--- config.mk ---
export PLATFORM = sky130hd
export DESIGN_NAME = doa_smoother
export DESIGN_NICKNAME = d
export VERILOG_FILES = /design/src/rtl/doa_smoother.sv
export SDC_FILE = /design/constraint.sdc
export NUM_CORES = 1
export LEC_CHECK = 0
export CORE_AREA = 2 2 107 151
export DETAILED_ROUTE_END_ITERATION = 8
export DIE_AREA = 0 0 109 153
export SYNTH_ARGS = -nofsm -noshare
export SYNTH_HDL_FRONTEND = slang
export SYNTH_SLANG_ARGS = --single-unit
--- constraint.sdc ---
create_clock -name clk -period 5.3 [get_ports clk]
set_input_delay 1.325 -clock clk [delete_from_list [all_inputs] [get_ports clk]]
set_output_delay 1.325 -clock clk [all_outputs]
set_load 0.01 [all_outputs]
--- src/rtl/doa_smoother.sv ---
// Post-processing of weightblock (bnum, doa) results: ring history, outlier rejection,
// flush on a sustained jump, and a moving-average DOA with a stability flag.
module doa_smoother #(
  parameter int DEPTH       = 8,
  parameter int OUTLIER_TOL = 20,
  parameter int MAX_REJECT  = 3,
  parameter int DOA_MAX     = 180
) (
  input  logic       clk,
  input  logic       reset,
  input  logic       done,
  input  logic [5:0] bnum,
  input  logic [7:0] doa,
  output logic [7:0] avg_doa,
  output logic [5:0] beam,
  output logic       avg_valid,
  output logic       rejected,
  output logic       stable,
  output logic       busy
);

  localparam int AW = $clog2(DEPTH);
  localparam int SW = 8 + AW;
  localparam int RW = $clog2(MAX_REJECT + 1);
  localparam int CW = AW + 2;

  typedef enum logic [1:0] {IDLE, EVAL, UPDATE} state_t;
  typedef enum logic [1:0] {D_INVALID, D_ACCEPT, D_REJECT, D_FLUSH} dec_t;

  state_t                 state;
  dec_t                   dec_q, dec_next;
  logic [5:0]             s_bnum, beam_r;
  logic [7:0]             s_doa;
  logic [DEPTH-1:0][7:0]  hist;
  logic [SW-1:0]          sum;
  logic [AW-1:0]          wr_ptr;
  logic [AW:0]            fill_cnt;
  logic [RW-1:0]          rej_cnt;
  logic [CW-1:0]          run_cnt;
  logic                   pend;
  logic                   full;
  logic [7:0]             avg_cur;

  function automatic logic [8:0] abs_diff(input logic [7:0] a, input logic [7:0] b);
    logic signed [8:0] d;
    d = $signed({1'b0, a}) - $signed({1'b0, b});
    return (d < 0) ? -d : d;
  endfunction

  assign full    = (fill_cnt == (AW+1)'(DEPTH));
  assign avg_cur = sum[SW-1:AW];
  assign busy    = (state != IDLE);

  always_comb begin
    dec_next = D_ACCEPT;
    if (s_doa > 8'(DOA_MAX))
      dec_next = D_INVALID;
    else if (!full)
      dec_next = D_ACCEPT;
    else if (abs_diff(s_doa, avg_cur) <= 9'(OUTLIER_TOL))
      dec_next = D_ACCEPT;
    else if (rej_cnt < RW'(MAX_REJECT))
      dec_next = D_REJECT;
    else
      dec_next = D_FLUSH;
  end

  always_ff @(posedge clk or posedge reset) begin
    if (reset) begin
      state     <= IDLE;
      dec_q     <= D_INVALID;
      s_bnum    <= '0;
      s_doa     <= '0;
      hist      <= '0;
      sum       <= '0;
      wr_ptr    <= '0;
      fill_cnt  <= '0;
      rej_cnt   <= '0;
      run_cnt   <= '0;
      beam_r    <= '0;
      pend      <= 1'b0;
      avg_doa   <= '0;
      beam      <= '0;
      avg_valid <= 1'b0;
      rejected  <= 1'b0;
      stable    <= 1'b0;
    end else begin
      avg_valid <= 1'b0;
      rejected  <= 1'b0;
      pend      <= 1'b0;
      // Publish one cycle after UPDATE so outputs reflect the post-update history
      if (pend) begin
        avg_valid <= (dec_q != D_INVALID) && full;
        rejected  <= (dec_q == D_INVALID) || (dec_q == D_REJECT);
        if ((dec_q != D_INVALID) && full)
          avg_doa <= avg_cur;
        beam      <= beam_r;
        stable    <= full && (run_cnt >= CW'(2*DEPTH));
      end
      case (state)
        IDLE: begin
          if (done) begin
            s_bnum <= bnum;
            s_doa  <= doa;
            state  <= EVAL;
          end
        end
        EVAL: begin
          dec_q <= dec_next;
          state <= UPDATE;
        end
        UPDATE: begin
          pend  <= 1'b1;
          state <= IDLE;
          case (dec_q)
            D_ACCEPT: begin
              // Slots not yet written hold 0, so the fill phase subtracts nothing
              sum          <= sum + SW'(s_doa) - SW'(hist[wr_ptr]);
              hist[wr_ptr] <= s_doa;
              wr_ptr       <= wr_ptr + 1'b1;
              fill_cnt     <= full ? fill_cnt : fill_cnt + 1'b1;
              run_cnt      <= (run_cnt >= CW'(2*DEPTH)) ? run_cnt : run_cnt + 1'b1;
              rej_cnt      <= '0;
              beam_r       <= s_bnum;
            end
            D_REJECT: begin
              rej_cnt <= rej_cnt + 1'b1;
              run_cnt <= '0;
            end
            D_FLUSH: begin
              hist     <= '0;
              hist[0]  <= s_doa;
              sum      <= SW'(s_doa);
              wr_ptr   <= AW'(1);
              fill_cnt <= (AW+1)'(1);
              rej_cnt  <= '0;
              run_cnt  <= CW'(1);
              beam_r   <= s_bnum;
            end
            default: begin
              run_cnt <= '0;
            end
          endcase
        end
        default: state <= IDLE;
      endcase
    end
  end

endmodule

==> reports/qor.csv, run 1 <==
metric,value,unit
H-tree levels,4,
Die Width,109,um
FMAX,242,MHz
Final Non-Filler Cells,917,
DP Worst Slack,1.28,ns
"most common cell after layout, fill and taps aside",dfrtp_1,
Final Hold Violating Endpoints,0,
Layout area overhead,15.7,%
Synth Area in Simple Gates,14.2,%
Layout Skew,0.00770,ns
Max clock buf depth,2,
multiplexer area fraction after synthesis,9.06,%
Fill cells,1383,
Die Ht,153,um
register area,3280,um^2
1st-pass router iterations,5,
Worst slew margin,23.3,%
post-synthesis net count,736,
largest net degree at the start of global routing,87,
first-pass GRT wire length,27.1,mm
cell area after synthesis,6770,um^2
yosys warns,0,
TritonCTS buffer count,17,
number of I/O port buffers,34,
Compound-Gate Fraction of Synth Area,14.5,%
hpwl dp,11.3,mm
Vias per Instance,5.60,
Total Nets Final,758,
largest family of logic cells by synthesized area,compound AO/OA/AOI/OAI gates,
layout cells sized above 1,11.5,%
DIE AREA,16700,um^2
# rows,54,
# setup viols final,0,
GRT Total Usage,21.3,%
status,finished clean,
"Buf+Inv Stages, Crit Path",1,
clock sinks,131,
hold slack,0.467,ns
CP startpoint kind,flop,
Skew-Pair Late Insertion Delay,0.42,ns
Tot Pwr,5.14,mW
Leakage,3.52,nW
Routed Antenna Nets,0,
post-synthesis sequential area ratio,48.4,%
unrepaired setup endpoints after global routing,false,
total core area,15300,um^2
Slew @ Worst Pin,1.15,ns
routed wire length,16.3,mm
Synth top area share,48.4,%
CP max stage cell,dfrtp_1,
residual DRC count,0,
number of synthesized flops with an enable pin,0,
Synth Area in XOR/XNOR,1.94,%
GP Congestion,0.852,
Crit Path Max Fanout,27,
Initial DRC Count,320,
most frequent cells in the layout,"dfrtp_1, o21ai_0, nand2_1, nand3_1, inv_1",
P per Cell Area,656,nW/um^2
Clk Tree Root Cell,clkbuf_16,
area of the multi-input gates,3170,um^2
final setup margin,1.17,ns
#FFs+latches synth,131,
CP most frequent cell,a21oi_1,
post-route cell area,7830,um^2
Post-synth ARST share,100,%
Final Core Density,51.1,%
setup TNS after final layout,0,ns
max incr delay on CP,0.98,ns
initial antenna violation count,0,
"CTS clk-pin slew, worst paths",0.06,ns
Final Max Slew Viols,0,
final cycle utilization of the critical path,78.0,%
vias in the first global route,5293,
Starting Density,44.1,%
most area-hungry cell type in the Yosys netlist,dfrtp_1,
CP cell instances,nor2_1 > a21oi_1 > o22ai_1 > a311o_1 > fa_1 > inv_1 > ha_1 > or4_1 > o21ai_0 > a31oi_1 > mux2i_1 > o21bai_1 > a21oi_1 > a21o_1,
CTS tree,built,
Placed Instances,885,
hold buffer count at cts,0,
Critical Path RT,5.62,ns
antenna cells,0,
DP Area,7250,um^2
post-layout min period,4.13,ns
peak supply drop,0.307,mV
Max Cap Violations,0,
post-CTS sizing,0,
CP Class,reg2reg,
Syn Area/Cell,9.87,um^2
crit-path leading delay family,compound AO/OA/AOI/OAI gates,
Synth Area in Adders,7.10,%
post-synthesis cell type count,49,
Synth Flop Type,dfrtp_1,
I/O pins,35,
CP endpoint kind,flop,
top post-synthesis cells by area,"dfrtp_1, o21ai_0, nand3_1",
wire per inst,17.8,um
Post-CTS Setup Bufs,0,
cell count after synthesis,686,
WP data arrival,4.45,ns
gr ovfl total,0,
vias after detailed routing,5138,
min-delay worst type,reg2reg,
kinds of logic (layout without fill, tap and decap cells):
logic type      count (synthesis)  after routing
buf+inv                        86            121
xor+xnor                       15             15
flops                         131            131
simple gates                  205            205
mux                            47             47
fa+ha+maj                      33             33
compound gates                169            169
where the power goes:
part	switching [mW]	total, mW	internal (mW)	leakage (nW)
combinational	1.26	2.36	1.10	1.53
sequential	0.306	1.63	1.32	1.72
clock	0.450	1.15	0.702	0.271
total	2.02	5.14	3.12	3.52
worst register-to-register path, delay by kind of cell (launching register included):
family / cells / cell delay, ns
flops: 1 / 0.98
simple gates: 2 / 0.78
mux: 1 / 0.18
fa+ha+maj: 2 / 0.64
buf+inv: 1 / 0.06
compound gates: 8 / 1.39
per-layer routing:
layer | up-vias | wire (um) | global-route usage [%]
met2 | 111 | 8400 | 35.5
li1 | 2449 | - | -
met1 | 2541 | 6710 | 25.9
met5 | - | 0 | 0
met3 | 37 | 700 | 4.78
met4 | 0 | 468 | 9.89
synth_stat cells (3+ instances only):
master / n
a21oi_1: 19
buf_1: 6
a22o_1: 4
ha_1: 24
a31oi_1: 7
nor2b_1: 12
inv_1: 52
nand4_1: 3
o22ai_1: 4
o211ai_1: 4
a21o_1: 5
nand2b_1: 7
or4_1: 3
buf_2: 5
dfrtp_1: 131
nand3_1: 68
o21bai_1: 3
nor3_1: 4
clkbuf_1: 23
xnor2_1: 8
mux2_2: 30
mux2i_1: 8
xor2_1: 7
nor2_1: 20
a211oi_1: 3
mux4_2: 8
or2_2: 4
a22oi_1: 6
o21a_1: 3
o21ai_0: 99
nand2_1: 77
fa_1: 9
sequential cells by signal, summed over array words and instances, names as in the netlist:
signal / cells
s_doa: 8
wr_ptr: 3
s_bnum: 6
stable: 1
beam_r: 6
state: 2
avg_valid: 1
rej_cnt: 2
rejected: 1
run_cnt: 5
fill_cnt: 4
hist: 64
sum: 11
pend: 1
avg_doa: 8
beam: 6
dec_q: 2
final cells by class:
| type | count | share of cell area, % |
|---|---|---|
| tap | 196 | 3.13 |
| multi-input combinational | 469 | 40.5 |
| clock buffer | 19 | 5.65 |
| inverter | 52 | 2.52 |
| clock inverter | 13 | 1.73 |
| sequential | 131 | 41.9 |
| timing repair buffer | 37 | 4.63 |
final timing paths:
path | start | endpoint | cells past startpoint | slack (ns)
worst min-delay path | s_bnum[3] | beam_r[3] | 2 | 0.47
worst min register to register | s_bnum[3] | beam_r[3] | 2 | 0.47
min in group asynchronous | reset | sum[8] | 2 | 1.53
worst max-delay path | wr_ptr[0] | sum[10] | 14 | 1.17
worst max register to register | wr_ptr[0] | sum[10] | 14 | 1.17
max in group asynchronous | reset | s_bnum[5] | 3 | 2.81
Note: power is estimated with default switching activity, not from simulation.
==> inputs of run 2 (changes only) <==
- clock period: 5.3 -> 4 ns (I/O delays scaled with it)
==> reports/qor.csv, run 2 (synthesis results as in run 1) <==
metric,value,unit,change
status,finished clean,,
Crit Path Max Fanout,12,,-56%
max incr delay on CP,0.55,ns,-0.43 ns
sequential fraction of design power,30.3,%,-1.3 points
first-pass GRT wire length,26.9,mm,-0.74%
WP data arrival,4.12,ns,-0.33 ns
R2R setup slack,0.20,ns,-0.97 ns
CP Class,reg2reg,,
CP Depth,16,,+2
GRT Total Usage,21.0,%,-0.36 points
CP endpoint,sum[10],,
Final Hold Violating Endpoints,0,,unchanged
FF-to-FF path depth,16,,+2
"Buf+Inv Stages, Crit Path",3,,+2
Die Ht,153,um,unchanged
number of I/O port buffers,34,,unchanged
# rows,54,,unchanged
Final Core Density,52.2,%,+1.1 points
antenna cells,0,,unchanged
setup TNS after final layout,0,ns,unchanged
Largest regs,"hist: 64 flops, sum: 11 flops",,
vias in the first global route,5124,,-3.2%
Crit Reg-Reg Endpoint,sum[10],,
routed wire length,16.5,mm,+1.5%
Vias per Instance,5.53,,-1.2%
initial antenna violation count,0,,unchanged
most frequent cells in the layout,"dfrtp_1, o21ai_0, nand2_1, nand3_1, inv_1",,
Critical Path RT,4.32,ns,-1.30 ns
crit-path leading delay family,compound AO/OA/AOI/OAI gates,,
Die Width,109,um,unchanged
Max clock buf depth,2,,unchanged
min-delay worst type,reg2reg,,
register with the most flip-flops,hist,,
"most common cell after layout, fill and taps aside",dfrtp_1,,
CP startpoint kind,flop,,
P per Cell Area,871,nW/um^2,+33%
Routed Antenna Nets,0,,unchanged
peak supply drop,0.405,mV,+32%
hold depth,2,,unchanged
"CTS clk-pin slew, worst paths",0.06,ns,about the same
Final Max Slew Viols,0,,unchanged
Leakage,3.63,nW,+2.9%
Clk network pwr share,23.1,%,+0.7 points
Initial DRC Count,354,,+11%
vias after detailed routing,5164,,+0.51%
wire per inst,17.7,um,-0.21%
1st-pass router iterations,5,,unchanged
switching pwr,2.76,mW,+37%
Max Cap Violations,0,,unchanged
Layout area overhead,18.2,%,
hold buffer count at cts,0,,unchanged
total core area,15300,um^2,unchanged
H-tree levels,4,,unchanged
unrepaired setup endpoints after global routing,false,,
DIE AREA,16700,um^2,unchanged
I/O pins,35,,unchanged
CP max stage cell,dfrtp_1,,
max FFs per register,64,,unchanged
CP endpoint kind,flop,,
layout cells sized above 1,13.6,%,+2.1 points
Net Sw Frac,39.6,%,+0.38 points
CP cell instances,buf_4 > buf_4 > and3_1 > a21oi_1 > o22ai_1 > a311o_1 > fa_1 > inv_1 > ha_1 > or4_1 > o21ai_0 > a31oi_1 > mux2i_1 > o21bai_1 > a21oi_1 > a21o_1,,
Layout Skew,0.00910,ns,+0.00140 ns
Pint,4.21,mW,+35%
final cycle utilization of the critical path,95.1,%,+17 points
Comb pwr share,46.6,%,+0.6 points
Slew @ Worst Pin,0.788,ns,-0.361 ns
Starting Density,44.1,%,unchanged
GP Congestion,0.892,,+4.7%
reg-to-reg critical path startpoint,wr_ptr[0],,
clock sinks,131,,unchanged
Worst slew margin,47.4,%,+24 points
Skew-Pair Late Insertion Delay,0.43,ns,about the same
hpwl dp,11.8,mm,+4.1%
worst setup path startpoint,wr_ptr[0],,
Clk Tree Root Cell,clkbuf_16,,
gr ovfl total,0,,unchanged
largest net degree at the start of global routing,57,,-34%
TritonCTS buffer count,17,,unchanged
CTS tree,built,,
post-layout min period,3.80,ns,-0.331 ns
residual DRC count,0,,unchanged
# setup viols final,0,,unchanged
Total Nets Final,774,,+2.1%
FMAX,263,MHz,+8.7%
run 2: area by class of cell:
cell class	count	area, um^2
flip-flops and latches	131	3280
inverters	52	199
fillers	1361	7330
multi-input cells	469	3170
well taps	196	245
repair buffers	53	508
clock inverters	14	166
clock buffers	18	439
run 2: how the worst min path moves through the flow:
stage,slack (ns),to,startpoint
4_1_cts,0.47,beam_r[1],s_bnum[1]
3_5_place_dp,0.46,beam_r[1],s_bnum[1]
2_1_floorplan,0.43,beam_r[0],s_bnum[0]
6_report,0.46,beam_r[1],s_bnum[1]
5_1_grt,0.49,beam_r[2],beam_r[2]
3_3_place_gp,0.44,beam_r[1],s_bnum[1]
run 2: layer usage:
layer / track usage (%) / vias up / part of all wire (%)
met4: 7.33 / 0 / 2.0
met1: 25.7 / 2564 / 42
met5: 0 / - / 0
met3: 3.92 / 27 / 3.0
met2: 36.3 / 96 / 53
li1: - / 2477 / -
run 2: worst min-delay path: cells and delay by family, from the launching register on:
kind / cells / cell delay [ns]
DFF: 1 / 0.34
and+or+nand+nor: 2 / 0.10
run 2: power groups by stage:
| stage | registers [mW] | logic (mW) | clock network (mW) |
|---|---|---|---|
| after floorplan | 1.97 | 2.54 | 0 |
| after global placement | 2.12 | 3.09 | 0 |
| after detailed placement | 2.13 | 3.22 | 0 |
| after CTS | 2.11 | 3.24 | 1.64 |
| after global routing | 2.17 | 3.62 | 1.70 |
| final | 2.11 | 3.25 | 1.61 |
run 2: metrics by stage:
stage,instance area (um^2),hold slack [ns],instances,setup WS (ns),power [mW]
after floorplan,6770,0.435,686,0.280,4.50
after global placement,7400,0.444,901,0.254,5.21
after detailed placement,7400,0.456,901,0.218,5.35
after CTS,8000,0.471,933,0.157,6.99
after global routing,8010,0.495,933,0.0291,7.49
final,8010,0.464,933,0.196,6.98
run 2: what timing repair did:
action                     4_1_cts  5_1_grt
setup endpoints to repair        0        3
setup buffers                    0        0
gates resized for setup          0        1
==> inputs of run 3 (changes only) <==
- ABC_AREA: default -> 1
- CORE_AREA: 2 2 107 151 -> 2 2 107 150
- DIE_AREA: 0 0 109 153 -> 0 0 109 152
==> reports/qor.csv, run 3 <==
metric,value,unit,change
status,finished clean,,
min-delay worst type,reg2reg,,
CP startpoint kind,flop,,
Vias per Instance,5.28,,-4.7%
Skew-Pair Late Insertion Delay,0.43,ns,about the same
Critical Path RT,4.32,ns,about the same
Layout area overhead,15.3,%,
Max clock buf depth,2,,unchanged
first-pass GRT wire length,27.7,mm,+3.1%
vias after detailed routing,5303,,+2.7%
Max Cap Violations,0,,unchanged
Synth top area share,48.7,%,+0.24 points
Synth Area in Adders,7.13,%,+0.036 points
FF-to-FF path depth,15,,-1
GRT Total Usage,21.7,%,+0.72 points
total core area,15300,um^2,unchanged
crit-path leading delay family,adder cells,,
peak supply drop,0.343,mV,-15%
yosys warns,0,,unchanged
Routed Antenna Nets,0,,unchanged
Total Nets Final,846,,+9.3%
hold buffer count at cts,0,,unchanged
Compound-Gate Fraction of Synth Area,15.9,%,+1.4 points
unrepaired setup endpoints after global routing,false,,
CP max stage cell,dfrtp_1,,
wire per inst,16.7,um,-6.0%
CP most frequent cell,nand2_1,,
layout cells sized above 1,7.42,%,-6.2 points
GP Congestion,0.875,,-1.9%
CP endpoint kind,flop,,
Die Ht,152,um,-0.65%
routed wire length,16.7,mm,+1.3%
Layout Skew,0.00526,ns,-0.00384 ns
Post-synth ARST share,100,%,unchanged
# setup viols final,0,,unchanged
number of I/O port buffers,34,,unchanged
H-tree levels,4,,unchanged
Leakage,3.78,nW,+4.4%
"CTS clk-pin slew, worst paths",0.06,ns,about the same
Syn Area/Cell,8.83,um^2,-11%
Initial DRC Count,338,,-4.5%
top post-synthesis cells by count,"nand2_1, dfrtp_1, inv_1",,
most frequent cells in the layout,"nand2_1, dfrtp_1, inv_1, o21ai_0, nand3_1",,
CTS tree,built,,
Slew @ Worst Pin,0.837,ns,+0.0493 ns
gr ovfl total,0,,unchanged
multiplexer area fraction after synthesis,0,%,-9.1 points
CP cell instances,inv_2 > nand3_2 > o22ai_1 > a221oi_1 > nand4_1 > fa_1 > fa_1 > o21ai_1 > nand2_1 > nand2_1 > nand2_1 > a21oi_1 > o21bai_1 > nand3_1 > nand2_1,,
WP data arrival,3.84,ns,-0.28 ns
Final Max Slew Viols,0,,unchanged
Synth Area in XOR/XNOR,1.04,%,-0.90 points
Starting Density,43.9,%,-0.22 points
CP Class,reg2reg,,
antenna cells,0,,unchanged
Clk Tree Root Cell,clkbuf_16,,
I/O pins,35,,unchanged
Worst slew margin,44.1,%,-3.3 points
register with the most flip-flops,hist,,
Synth Area in Simple Gates,17.9,%,+3.8 points
Final Hold Violating Endpoints,0,,unchanged
"Buf+Inv Stages, Crit Path",1,,-2
Post-CTS Setup Bufs,0,,unchanged
"most common cell after layout, fill and taps aside",nand2_1,,
number of synthesized flops with an enable pin,0,,unchanged
most common cell in the netlist,nand2_1,,
top post-synthesis cells by area,"dfrtp_1, nand2_1, inv_1",,
# rows,54,,unchanged
post-synthesis cell type count,42,,-14%
post-CTS sizing,0,,unchanged
Crit Path Max Fanout,10,,-2
cell count after synthesis,763,,+11%
cell area after synthesis,6740,um^2,-0.50%
post-route cell area,7770,um^2,-2.9%
CP Depth,15,,-1
post-layout min period,3.53,ns,-0.278 ns
final cycle utilization of the critical path,88.2,%,-6.9 points
largest net degree at the start of global routing,132,,+130%
most area-hungry cell type in the Yosys netlist,dfrtp_1,,
post-synthesis sequential area ratio,48.7,%,+0.24 points
hpwl dp,12.2,mm,+3.4%
P per Cell Area,838,nW/um^2,-3.9%
DIE AREA,16600,um^2,-0.65%
Die Width,109,um,unchanged
residual DRC count,0,,unchanged
Synth Flop Type,dfrtp_1,,
hold depth,2,,unchanged
DP Area,7190,um^2,-2.8%
clock sinks,131,,unchanged
FMAX,284,MHz,+7.9%
TritonCTS buffer count,17,,unchanged
#FFs+latches synth,131,,unchanged
largest family of logic cells by synthesized area,simple AND/OR/NAND/NOR gates,,
vias in the first global route,5370,,+4.8%
initial antenna violation count,0,,unchanged
1st-pass router iterations,5,,unchanged
Largest regs,"hist: 64 flops, sum: 11 flops",,
max FFs per register,64,,unchanged
post-synthesis net count,813,,+10%
setup TNS after final layout,0,ns,unchanged
max incr delay on CP,0.67,ns,+0.12 ns
[run 3: changes by cell type in the layout (fill, tap and decap cells not counted), sizes merged, moves of 12 or more]
cell / previous run / this run
o21ai: 100 / 85
nand2: 77 / 167
mux2: 31 / 0
o22ai: 4 / 39
inv: 59 / 128
a221oi: 0 / 12
nor2b: 12 / 0
buf: 19 / 1
[run 3: final timing paths]
check	end	slack, ns	from
setup reg to reg	sum[10]	0.47	wr_ptr[0]
setup / recovery	sum[10]	0.47	wr_ptr[0]
hold reg to reg	beam_r[5]	0.47	beam_r[5]
max in group asynchronous	hist[57]	2.35	reset
hold / removal	beam_r[5]	0.47	beam_r[5]
min in group asynchronous	hist[23]	1.11	reset
[run 3: cells by family (layout without fill, tap and decap cells)]
kind of cell    after synthesis  in the layout
xor+xnor                      8              8
fa+ha+maj                    33             33
compound gates              177            177
flops                       131            131
buf+inv                     146            192
simple gates                268            268
[run 3: report_power, final]
group,internal (mW),switching [mW]
sequential,1.73,0.285
combinational,1.12,1.84
clock,0.919,0.611
total,3.77,2.74
[run 3: area by class of cell]
type | count | area, um^2
timing repair buffer | 35 | 360
multi-input combinational | 486 | 2830
clock buffer | 17 | 425
clock inverter | 15 | 156
sequential | 131 | 3280
inverter | 125 | 475
tap | 196 | 245
fill | 1446 | 7570
[run 3: metal layers]
layer | vias to the layer above | part of all wire [%] | GRT usage, %
met5 | - | 0 | 0
li1 | 2617 | - | -
met1 | 2542 | 41 | 26.5
met2 | 108 | 52 | 36.6
met4 | 0 | 3.4 | 9.16
met3 | 36 | 3.4 | 4.50
[run 3: tightest hold or removal path, cell delays in order, from the launching register on]
cell     delay [ns]
dfrtp_1        0.35
nand2_1        0.05
nand2_1        0.05
[run 3: metrics by stage]
stage	hold WS (ns)	power, mW	util [%]	cells	setup slack [ns]
after floorplan	0.442	4.22	-	763	1.05
after global placement	0.454	4.88	46.9	973	0.599
after detailed placement	0.460	4.97	46.9	973	0.527
after CTS	0.475	6.54	50.7	1005	0.445
after global routing	0.503	7.10	50.7	1005	0.0670
final	0.475	6.51	50.7	1005	0.474
